<file path="src/rtl/sine_analyzer.sv">
// sine_analyzer: measures a sampled tone over N full periods.
// Reports samples per N periods, signed peak max/min,
// amplitude (max-min)>>1 and DC offset (max+min)>>>1.
// Ports:
//   clk, reset_n       clock, async active-low reset
//   start              pulse; begins or restarts a run
//   num_periods        periods to measure (0 acts as 1)
//   sample_valid/data  signed sample stream
//   busy               run in progress (ARM or MEASURE)
//   done               1-cycle pulse when results update
//   timeout            last run hit the sample count limit
//   total_samples      valid samples spanning the N periods
//   max_code/min_code  signed sample extremes
//   amplitude/offset   derived from max/min
module sine_analyzer #(
    parameter int WIDTH = 12,
    parameter int CNT_W = 24,
    parameter int HYST  = 8
) (
    input  logic                    clk,
    input  logic                    reset_n,
    input  logic                    start,
    input  logic [7:0]              num_periods,
    input  logic                    sample_valid,
    input  logic signed [WIDTH-1:0] sample_data,
    output logic                    busy,
    output logic                    done,
    output logic                    timeout,
    output logic [CNT_W-1:0]        total_samples,
    output logic signed [WIDTH-1:0] max_code,
    output logic signed [WIDTH-1:0] min_code,
    output logic [WIDTH-1:0]        amplitude,
    output logic signed [WIDTH-1:0] offset
);

    typedef enum logic [1:0] {
        S_IDLE,
        S_ARM,
        S_MEAS
    } state_t;

    localparam logic signed [WIDTH-1:0] HYST_P  = WIDTH'(HYST);
    localparam logic signed [WIDTH-1:0] NHYST_P = -HYST_P;

    state_t                  state_q;
    logic                    busy_q;
    logic                    done_q;
    logic                    timeout_q;
    logic                    neg_seen_q;
    logic [7:0]              n_q;
    logic [7:0]              crossing_cnt_q;
    logic [CNT_W-1:0]        sample_cnt_q;
    logic signed [WIDTH-1:0] max_q;
    logic signed [WIDTH-1:0] min_q;
    logic [CNT_W-1:0]        total_q;
    logic signed [WIDTH-1:0] res_max_q;
    logic signed [WIDTH-1:0] res_min_q;
    logic [WIDTH-1:0]        res_amp_q;
    logic signed [WIDTH-1:0] res_off_q;

    logic                    rise_d;
    logic                    nhit_d;
    logic                    close_d;
    logic                    lim_d;
    logic                    fin_meas_d;
    logic [CNT_W-1:0]        cnt_d;
    logic [7:0]              cross_d;
    logic signed [WIDTH-1:0] max_d;
    logic signed [WIDTH-1:0] min_d;
    logic [WIDTH:0]          diff_d;
    logic signed [WIDTH:0]   sum_d;
    logic [WIDTH-1:0]        amp_d;
    logic signed [WIDTH-1:0] off_d;

    always_comb begin
        rise_d  = sample_valid && neg_seen_q && (sample_data >= HYST_P);
        nhit_d  = sample_valid && (sample_data <= NHYST_P);
        cnt_d   = sample_cnt_q + CNT_W'(1);
        cross_d = crossing_cnt_q + 8'd1;
        lim_d   = &cnt_d;
        close_d = rise_d && (cross_d == n_q);
        max_d   = (sample_data > max_q) ? sample_data : max_q;
        min_d   = (sample_data < min_q) ? sample_data : min_q;
        // one extra bit keeps full-scale sums and differences exact
        diff_d  = {max_d[WIDTH-1], max_d} - {min_d[WIDTH-1], min_d};
        sum_d   = $signed({max_d[WIDTH-1], max_d})
                + $signed({min_d[WIDTH-1], min_d});
        amp_d   = WIDTH'(diff_d >> 1);
        off_d   = WIDTH'(sum_d >>> 1);
        fin_meas_d = (state_q == S_MEAS) && sample_valid
                   && (close_d || lim_d);
    end

    always_ff @(posedge clk or negedge reset_n) begin
        if (!reset_n) begin
            state_q        <= S_IDLE;
            busy_q         <= 1'b0;
            done_q         <= 1'b0;
            timeout_q      <= 1'b0;
            neg_seen_q     <= 1'b0;
            n_q            <= '0;
            crossing_cnt_q <= '0;
            sample_cnt_q   <= '0;
            max_q          <= '0;
            min_q          <= '0;
            total_q        <= '0;
            res_max_q      <= '0;
            res_min_q      <= '0;
            res_amp_q      <= '0;
            res_off_q      <= '0;
        end else begin
            done_q <= 1'b0;
            if (nhit_d) begin
                neg_seen_q <= 1'b1;
            end else if (rise_d) begin
                neg_seen_q <= 1'b0;
            end
            // a closing sample that also hits the limit is a normal finish;
            // cnt_d equals the limit then, so total is cnt_d either way
            if (fin_meas_d) begin
                total_q   <= cnt_d;
                res_max_q <= max_d;
                res_min_q <= min_d;
                res_amp_q <= amp_d;
                res_off_q <= off_d;
                timeout_q <= !close_d;
                done_q    <= 1'b1;
                state_q   <= S_IDLE;
                busy_q    <= 1'b0;
            end
            if (start) begin
                n_q          <= (num_periods == 8'd0) ? 8'd1 : num_periods;
                sample_cnt_q <= '0;
                neg_seen_q   <= 1'b0;
                state_q      <= S_ARM;
                busy_q       <= 1'b1;
                if (!fin_meas_d) begin
                    timeout_q <= 1'b0;
                end
            end else begin
                case (state_q)
                    S_ARM: begin
                        if (sample_valid) begin
                            if (rise_d) begin
                                sample_cnt_q   <= '0;
                                crossing_cnt_q <= '0;
                                max_q          <= sample_data;
                                min_q          <= sample_data;
                                state_q        <= S_MEAS;
                            end else begin
                                sample_cnt_q <= cnt_d;
                                if (lim_d) begin
                                    total_q   <= cnt_d;
                                    res_max_q <= '0;
                                    res_min_q <= '0;
                                    res_amp_q <= '0;
                                    res_off_q <= '0;
                                    timeout_q <= 1'b1;
                                    done_q    <= 1'b1;
                                    state_q   <= S_IDLE;
                                    busy_q    <= 1'b0;
                                end
                            end
                        end
                    end
                    S_MEAS: begin
                        if (sample_valid && !fin_meas_d) begin
                            sample_cnt_q <= cnt_d;
                            max_q        <= max_d;
                            min_q        <= min_d;
                            if (rise_d) begin
                                crossing_cnt_q <= cross_d;
                            end
                        end
                    end
                    default: ;
                endcase
            end
        end
    end

    assign busy          = busy_q;
    assign done          = done_q;
    assign timeout       = timeout_q;
    assign total_samples = total_q;
    assign max_code      = res_max_q;
    assign min_code      = res_min_q;
    assign amplitude     = res_amp_q;
    assign offset        = res_off_q;

endmodule

</file>
<file path="config.mk">
export PLATFORM = sky130hd
export DESIGN_NAME = sine_analyzer
export DESIGN_NICKNAME = d
export VERILOG_FILES = /design/src/rtl/sine_analyzer.sv
export SDC_FILE = /design/constraint.sdc
export NUM_CORES = 1
export LEC_CHECK = 0
export BUFFER_PORTS_ARGS = -buffer_cell sky130_fd_sc_hd__buf_2
export CAP_MARGIN = 40
export CORE_MARGIN = 2
export CORE_UTILIZATION = 55
export CTS_CLUSTER_SIZE = 10
export DETAILED_ROUTE_END_ITERATION = 16
export GPL_ROUTABILITY_DRIVEN = 0
export PLACE_DENSITY = 0.76
export SETUP_SLACK_MARGIN = 0.3
export SLEW_MARGIN = 20
export SYNTH_ARGS = -nofsm -noshare
export SYNTH_HDL_FRONTEND = slang
export SYNTH_SLANG_ARGS = --single-unit
</file>
<file path="constraint.sdc">
create_clock -name clk -period 14.2 [get_ports clk]
set_clock_uncertainty 0.1 [all_clocks]
set_input_delay 0.71 -clock clk [delete_from_list [all_inputs] [get_ports clk]]
set_output_delay 0.71 -clock clk [all_outputs]
set_load 0.005 [all_outputs]
</file>
# After elaboration in Yosys (flattened, before gate mapping)
# Cells that the tools add are included.
# classes
n_addsub,4
n_lt_le_gt_ge,4
eq_ne,9
muxes,77
bitwise_logic,1
n_reduce_logical,18
# op_table
cell,count
12-bit 2-to-1 mux,30
24-bit 2-to-1 mux,10
12-bit one-hot mux with 2 select lines,2
24-bit one-hot mux with 2 select lines,1
8-bit 2-to-1 mux,5
"24-bit by 1-bit adder with 24-bit output, second input constant",1
24-bit AND reduction,1
1-bit 2-to-1 mux,22
8-bit one-hot mux with 2 select lines,1
12-bit by 12-bit adder with 13-bit output,1
12-bit by 12-bit subtractor with 13-bit output,1
"12-bit by 5-bit greater-or-equal comparator with 1-bit output, second input constant",1
12-bit greater-than comparator,1
"12-bit by 4-bit <= comparator with 1-bit output, second input constant",1
12-bit less-than comparator,1
2-bit 2-to-1 mux,6
"8-bit by 1-bit adder with 8-bit output, second input constant",1
8-bit == test,1
8-bit zero test,1
1-bit logical AND,7
"2-bit inequality test, second input constant",3
6-bit AND reduction,1
3-bit nonzero test,2
5-bit AND reduction,1
10 further kinds,11
# word_totals
reg_bits,142
inputBits,24
output_inout_bits,75

# Logic depth before layout (Yosys ltp)
# logic_depth
word_depth,11
depth_mapped,22

# Worst setup path before layout
# OpenSTA, ideal clock, no wires.
# synth_path
path_kind,input port to flip-flop
startpoint,in sample_data[1]
endpoint,"reg res_amp_q[10], in the netlist amplitude[10]"
arrival_time_ns,4.941
required_time_ns,13.951
slack_ns,9.010
cell_stages,19
cell_sequence,ha_1 nor2b_1 o211ai_1 a211oi_1 or2_2 or3_1 nand3_1 buf_1 mux2_2 ha_1 clkbuf_1 nor2b_1 a2111o_1 nor3_1 nor3b_1 o21ai_1 a31oi_1 xnor2_1 o22ai_1
# synth_via
elab_chain_cells,11
word_cells_on_any_way,16
classes_between,add/sub (1); order compare (3); mux (8); reduce/logical (4)
# synth_rtl
item,line_no,text
start: declaration,25,"input logic signed [WIDTH-1:0] sample_data,"
"parallel branches: the longest is 10 deep, another holds 12-bit by 12-bit subtractor with 13-bit output",-,
12-bit 2-to-1 mux *,131,if (start) begin
end signal: assignment,124,res_amp_q <= amp_d;
end: declaration,58,logic [WIDTH-1:0] res_amp_q;
# Every way passes the cells marked *.
# A chain may end at the register's enable or synchronous reset.

# Worst setup path after layout
# layout_path
startpoint,in sample_data[1]
endpoint,"reg res_off_q[11], in the netlist offset[11]"
# layout_via
elab_chain_cells,11
word_cells_on_any_way,16
classes_between,add/sub (1); order compare (3); mux (8); reduce/logical (4)
# layout_rtl
item,line_no,text
"parallel branches: the longest is 10 deep, another holds 12-bit by 12-bit adder with 13-bit output",-,
12-bit 2-to-1 mux *,131,
end signal: assignment,110,res_off_q <= '0;
end signal: assignment,125,res_off_q <= off_d;
end signal: assignment,157,res_off_q <= '0;
end: declaration,59,logic signed [WIDTH-1:0] res_off_q;
# Marks and branches as above.

==> results by stage <==
Timing:
- The total setup violations reported at the end of the flow is 0.
- After routing, the total negative slack on setup checks comes to 0 ns.
- The final-report hold violation count was 0.
- Headroom to the max-slew limit came out at 39.21%.
- Setup repair after global routing left no endpoint under its margin.
- The share of the clock period used by the worst path is 36.78%.
- The slew at the pin closest to its max-slew limit is 0.9023 ns.
- The highest clock rate is 191.5 MHz.
- The final period demand of the worst path is 5.223 ns.
- The number of slew-limit violations in the final report is 0.

Floorplanning:
- The die footprint is 16660 um2.
- From left edge to right edge, the die measures 129.1 um.
- The die is 129.1 um tall.
- Once the floorplan was initialized, standard cells occupied 56.38% of the core.
- In this run the core area contains 45 standard-cell rows.
- The total area inside the core boundary comes to 15260 um2.
- The number of top-level pins is 99.

Synth:
- The Yosys step of the flow raised 0 warnings.
- The cell type with the largest total area after synthesis is dfrtp_1.
- After synthesis, the share of flip-flops with an asynchronous set or reset is 100.0%.
- The synthesized net count is 1027.
- The share of the Yosys chip area taken by registers is 41.30%.
- The number of synthesized flops with an enable pin is 0.
- After synthesis, the largest area contributor takes up 41.30% of total cell area.
- After synthesis the netlist holds a flip-flop and latch count of 142.
- The cell count after synthesis is 953.
- After synthesis, the most frequently instantiated cells are 142 x dfrtp_1, 102 x nor2_1, 80 x nand2_1.
- By instance count, the leading cell after synthesis is dfrtp_1.
- Each instance of the synthesized netlist takes up on average 9.028 um2.
- The most used flip-flop cell after synthesis is dfrtp_1.
- The netlist uses 68 different library cells.
- Yosys attributes the largest share of cell area to dfrtp_1 41%, ha_1 7.0%, a21oi_1 4.6%.
- The post-synthesis instance area is 8603 um2.

Layout:
- The post-route netlist has 16.79% of its cells at a drive strength greater than 1.
- The fill cell total of the finished layout is 1301.
- The net total in the final layout is 1110.
- The count of inserted antenna diode cells is 0.
- The area growth from synthesis to layout is 14.09%.
- The final core utilization is 64.33%.
- With fillers left out, the area of the finished cells amounts to 9816 um2.

Clocking:
- The root buffer cell is clkbuf_16.
- After clock tree synthesis, the repair step resized 0 gates.
- The clock net in this run drives a total of 142 sinks.
- In this run, post-CTS hold repair placed 0 buffers.
- The clock tree synthesis step divided the H-tree into 4 levels.
- The total CTS buffers is 17.
- At the later pin of the worst-skew pair, clock insertion delay measures 0.43 ns.
- After clock tree synthesis, the setup repair step added 0 buffers.
- The clock passes through at most 2 buffers.
- After clock tree synthesis, the clock-pin slew on the worst setup and hold paths is 0.06 ns.
- TritonCTS built the clock tree.

Outcome:
- The flow ran to the end, and the final reports show no timing, DRC or antenna violations.

Global routing:
- The total global routing track utilization is 27.37%.
- Summed over all layers, the global routing overflow is 0.
- Entering global routing, the biggest net connects 67 pins.
- The number of antenna violations at the first check in global routing came to 0.
- The first-pass GRT wire length is 35600 um.
- The number of global-route vias before repair is 7133.

Routing:
- After detailed routing, the number of remaining DRC violations is 0.
- The aggregate routed wire length is 21510 um.
- The number of nets still failing antenna checks after routing is 0.
- Dividing the detail-routed wire length by the instance count gives 17.09 um.
- The number of optimization iterations in the first detailed-route pass is 5.
- The violation count after the first detailed-route iteration is 544.
- The routed layout has 7397 vias.
- The ratio of routed vias to standard cells is 5.875.

Setup path:
- The worst reg2reg path startpoint is max_q[1]$_DFFE_PN0P_.
- The sort of element at the start of the critical path is an input port.
- The worst reg2reg path endpoint is offset[11]$_DFF_PN0_.
- In this design, the stage delay of the slowest critical-path cell is 0.46 ns.
- The library cell appearing most often on the critical path is a21oi_1.
- The critical path starts at sample_data[1].
- Walking the worst path, the cells encountered are buf_2, ha_1, nor2b_1, o211ai_1, a211oi_1, or2_2, or3_1, nand3_1, mux2_2, ha_1, nor2b_1, o21a_1, o21ai_0, a21oi_1, o211ai_1, a21oi_1, o21ai_0, a21oi_1, o41a_1, a21oi_1.
- The setup path with the least slack is of type in -> reg.
- The capture point of the critical path is offset[11]$_DFF_PN0_.
- The critical path runs through a total of 20 cells.
- The biggest fanout along the worst timing path is 13.
- The critical path's slowest cell is nand3_1.
- The data arrival time of the critical path is 5.48 ns.
- For the worst setup path, the data required time is 14.45 ns.
- For flop-to-flop paths, the worst setup slack is 9.03 ns.
- Broken down by cell family, the worst path's largest delay share belongs to compound AO/OA/AOI/OAI gates.
- The endpoint kind of the worst setup timing path is a flip-flop.
- The path depth of the worst reg2reg path is 20.
- Together, buffers and inverters on the worst path number 1.

Min path:
- The worst hold path belongs to the class in -> async.

Power and ir drop:
- The overall power after layout is 1.469 mW.
- The largest vdd supply drop is 97.14 uV.
- The leakage power total is 4.836 nW.
- The power density over the cells is 149.6 nW/um2.

Placed design:
- Detailed placement finished with a half-perimeter wire length of 15580 um.
- The total placed instance area is 9290 um2.
- During placement, the flow inserted port buffers numbering 98.

Job:
- The number of max-cap violations is 0.
[worst min path at each step]
stage | from | to | slack (ns)
floorplan | reset_n | amplitude[0]$_DFF_PN0_ | 0.31
global placement | total_samples[11]$_DFF_PN0_ | total_samples[11]$_DFF_PN0_ | 0.39
detailed placement | total_samples[11]$_DFF_PN0_ | total_samples[11]$_DFF_PN0_ | 0.39
CTS | reset_n | n_q[6]$_DFFE_PN0P_ | 0.20
global route | reset_n | n_q[6]$_DFFE_PN0P_ | 0.23
finish | reset_n | n_q[6]$_DFFE_PN0P_ | 0.17
[final cells by class]
class / instances / area (um2) / share of cell area, %
repair buffers: 110 / 639.4 / 6.514
flip-flops and latches: 142 / 3553 / 36.20
inverters: 54 / 202.7 / 2.065
well taps: 211 / 264.0 / 2.690
multi-input cells: 711 / 4631 / 47.18
clock buffers: 23 / 457.9 / 4.665
clock inverters: 8 / 67.56 / 0.6883
[routing by layer]
metal	global-route usage, %	part of all wire [%]	vias to the layer above
met5	0	0	-
met4	12.60	3.4	0
met3	5.409	5.1	53
met2	45.38	49	248
met1	34.85	43	3567
li1	-	-	3529
[stage by stage]
step / cells / hold WS [ns] / worst slack [ns]
3_3_place_gp: 1223 / 0.3896 / 8.738
2_1_floorplan: 953 / 0.3144 / 9.010
5_1_grt: 1259 / 0.2290 / 8.530
3_5_place_dp: 1228 / 0.3924 / 8.587
4_1_cts: 1259 / 0.1976 / 9.024
6_report: 1259 / 0.1722 / 8.977
[state kept, by name (all words and copies together) (netlist names), 12 cells and up]
signal,count
min_code,12
max_q,12
total_samples,24
amplitude,12
offset,12
max_code,12
sample_cnt_q,24
min_q,12
[logic make-up after synthesis]
| kind of cell | share of synthesized area (%) |
|---|---|
| AOI/OAI and AO/OA | 17.23 |
| xor gates and xnor gates | 4.974 |
| adders and majority gates | 7.446 |
| buffers and inverters | 4.988 |
| DFF | 41.30 |
| muxes | 5.701 |
| and+or+nand+nor | 18.35 |
[where the power goes]
group          total (mW)  leakage [nW]  switching, mW  internal, mW
registers           0.440          1.87         0.0128         0.427
clock network       0.411         0.260          0.169         0.242
logic               0.618          2.71          0.374         0.243
total                1.47          4.84          0.556         0.913
[cells in the final DEF, fill, tap and decap left out, types with 17 or more instances in the layout]
cell type,Yosys,final
a21oi_1,79,79
buf_2,16,97
clkbuf_16,0,17
dfrtp_1,142,142
ha_1,48,48
inv_1,54,54
mux2_2,24,24
mux2i_1,22,22
nand2_1,80,79
nor2_1,102,102
nor3_1,30,30
o21ai_0,78,78
o31ai_1,18,18
xnor2_1,30,30
xor2_1,17,17
Note: power is estimated with default switching activity, not from simulation.
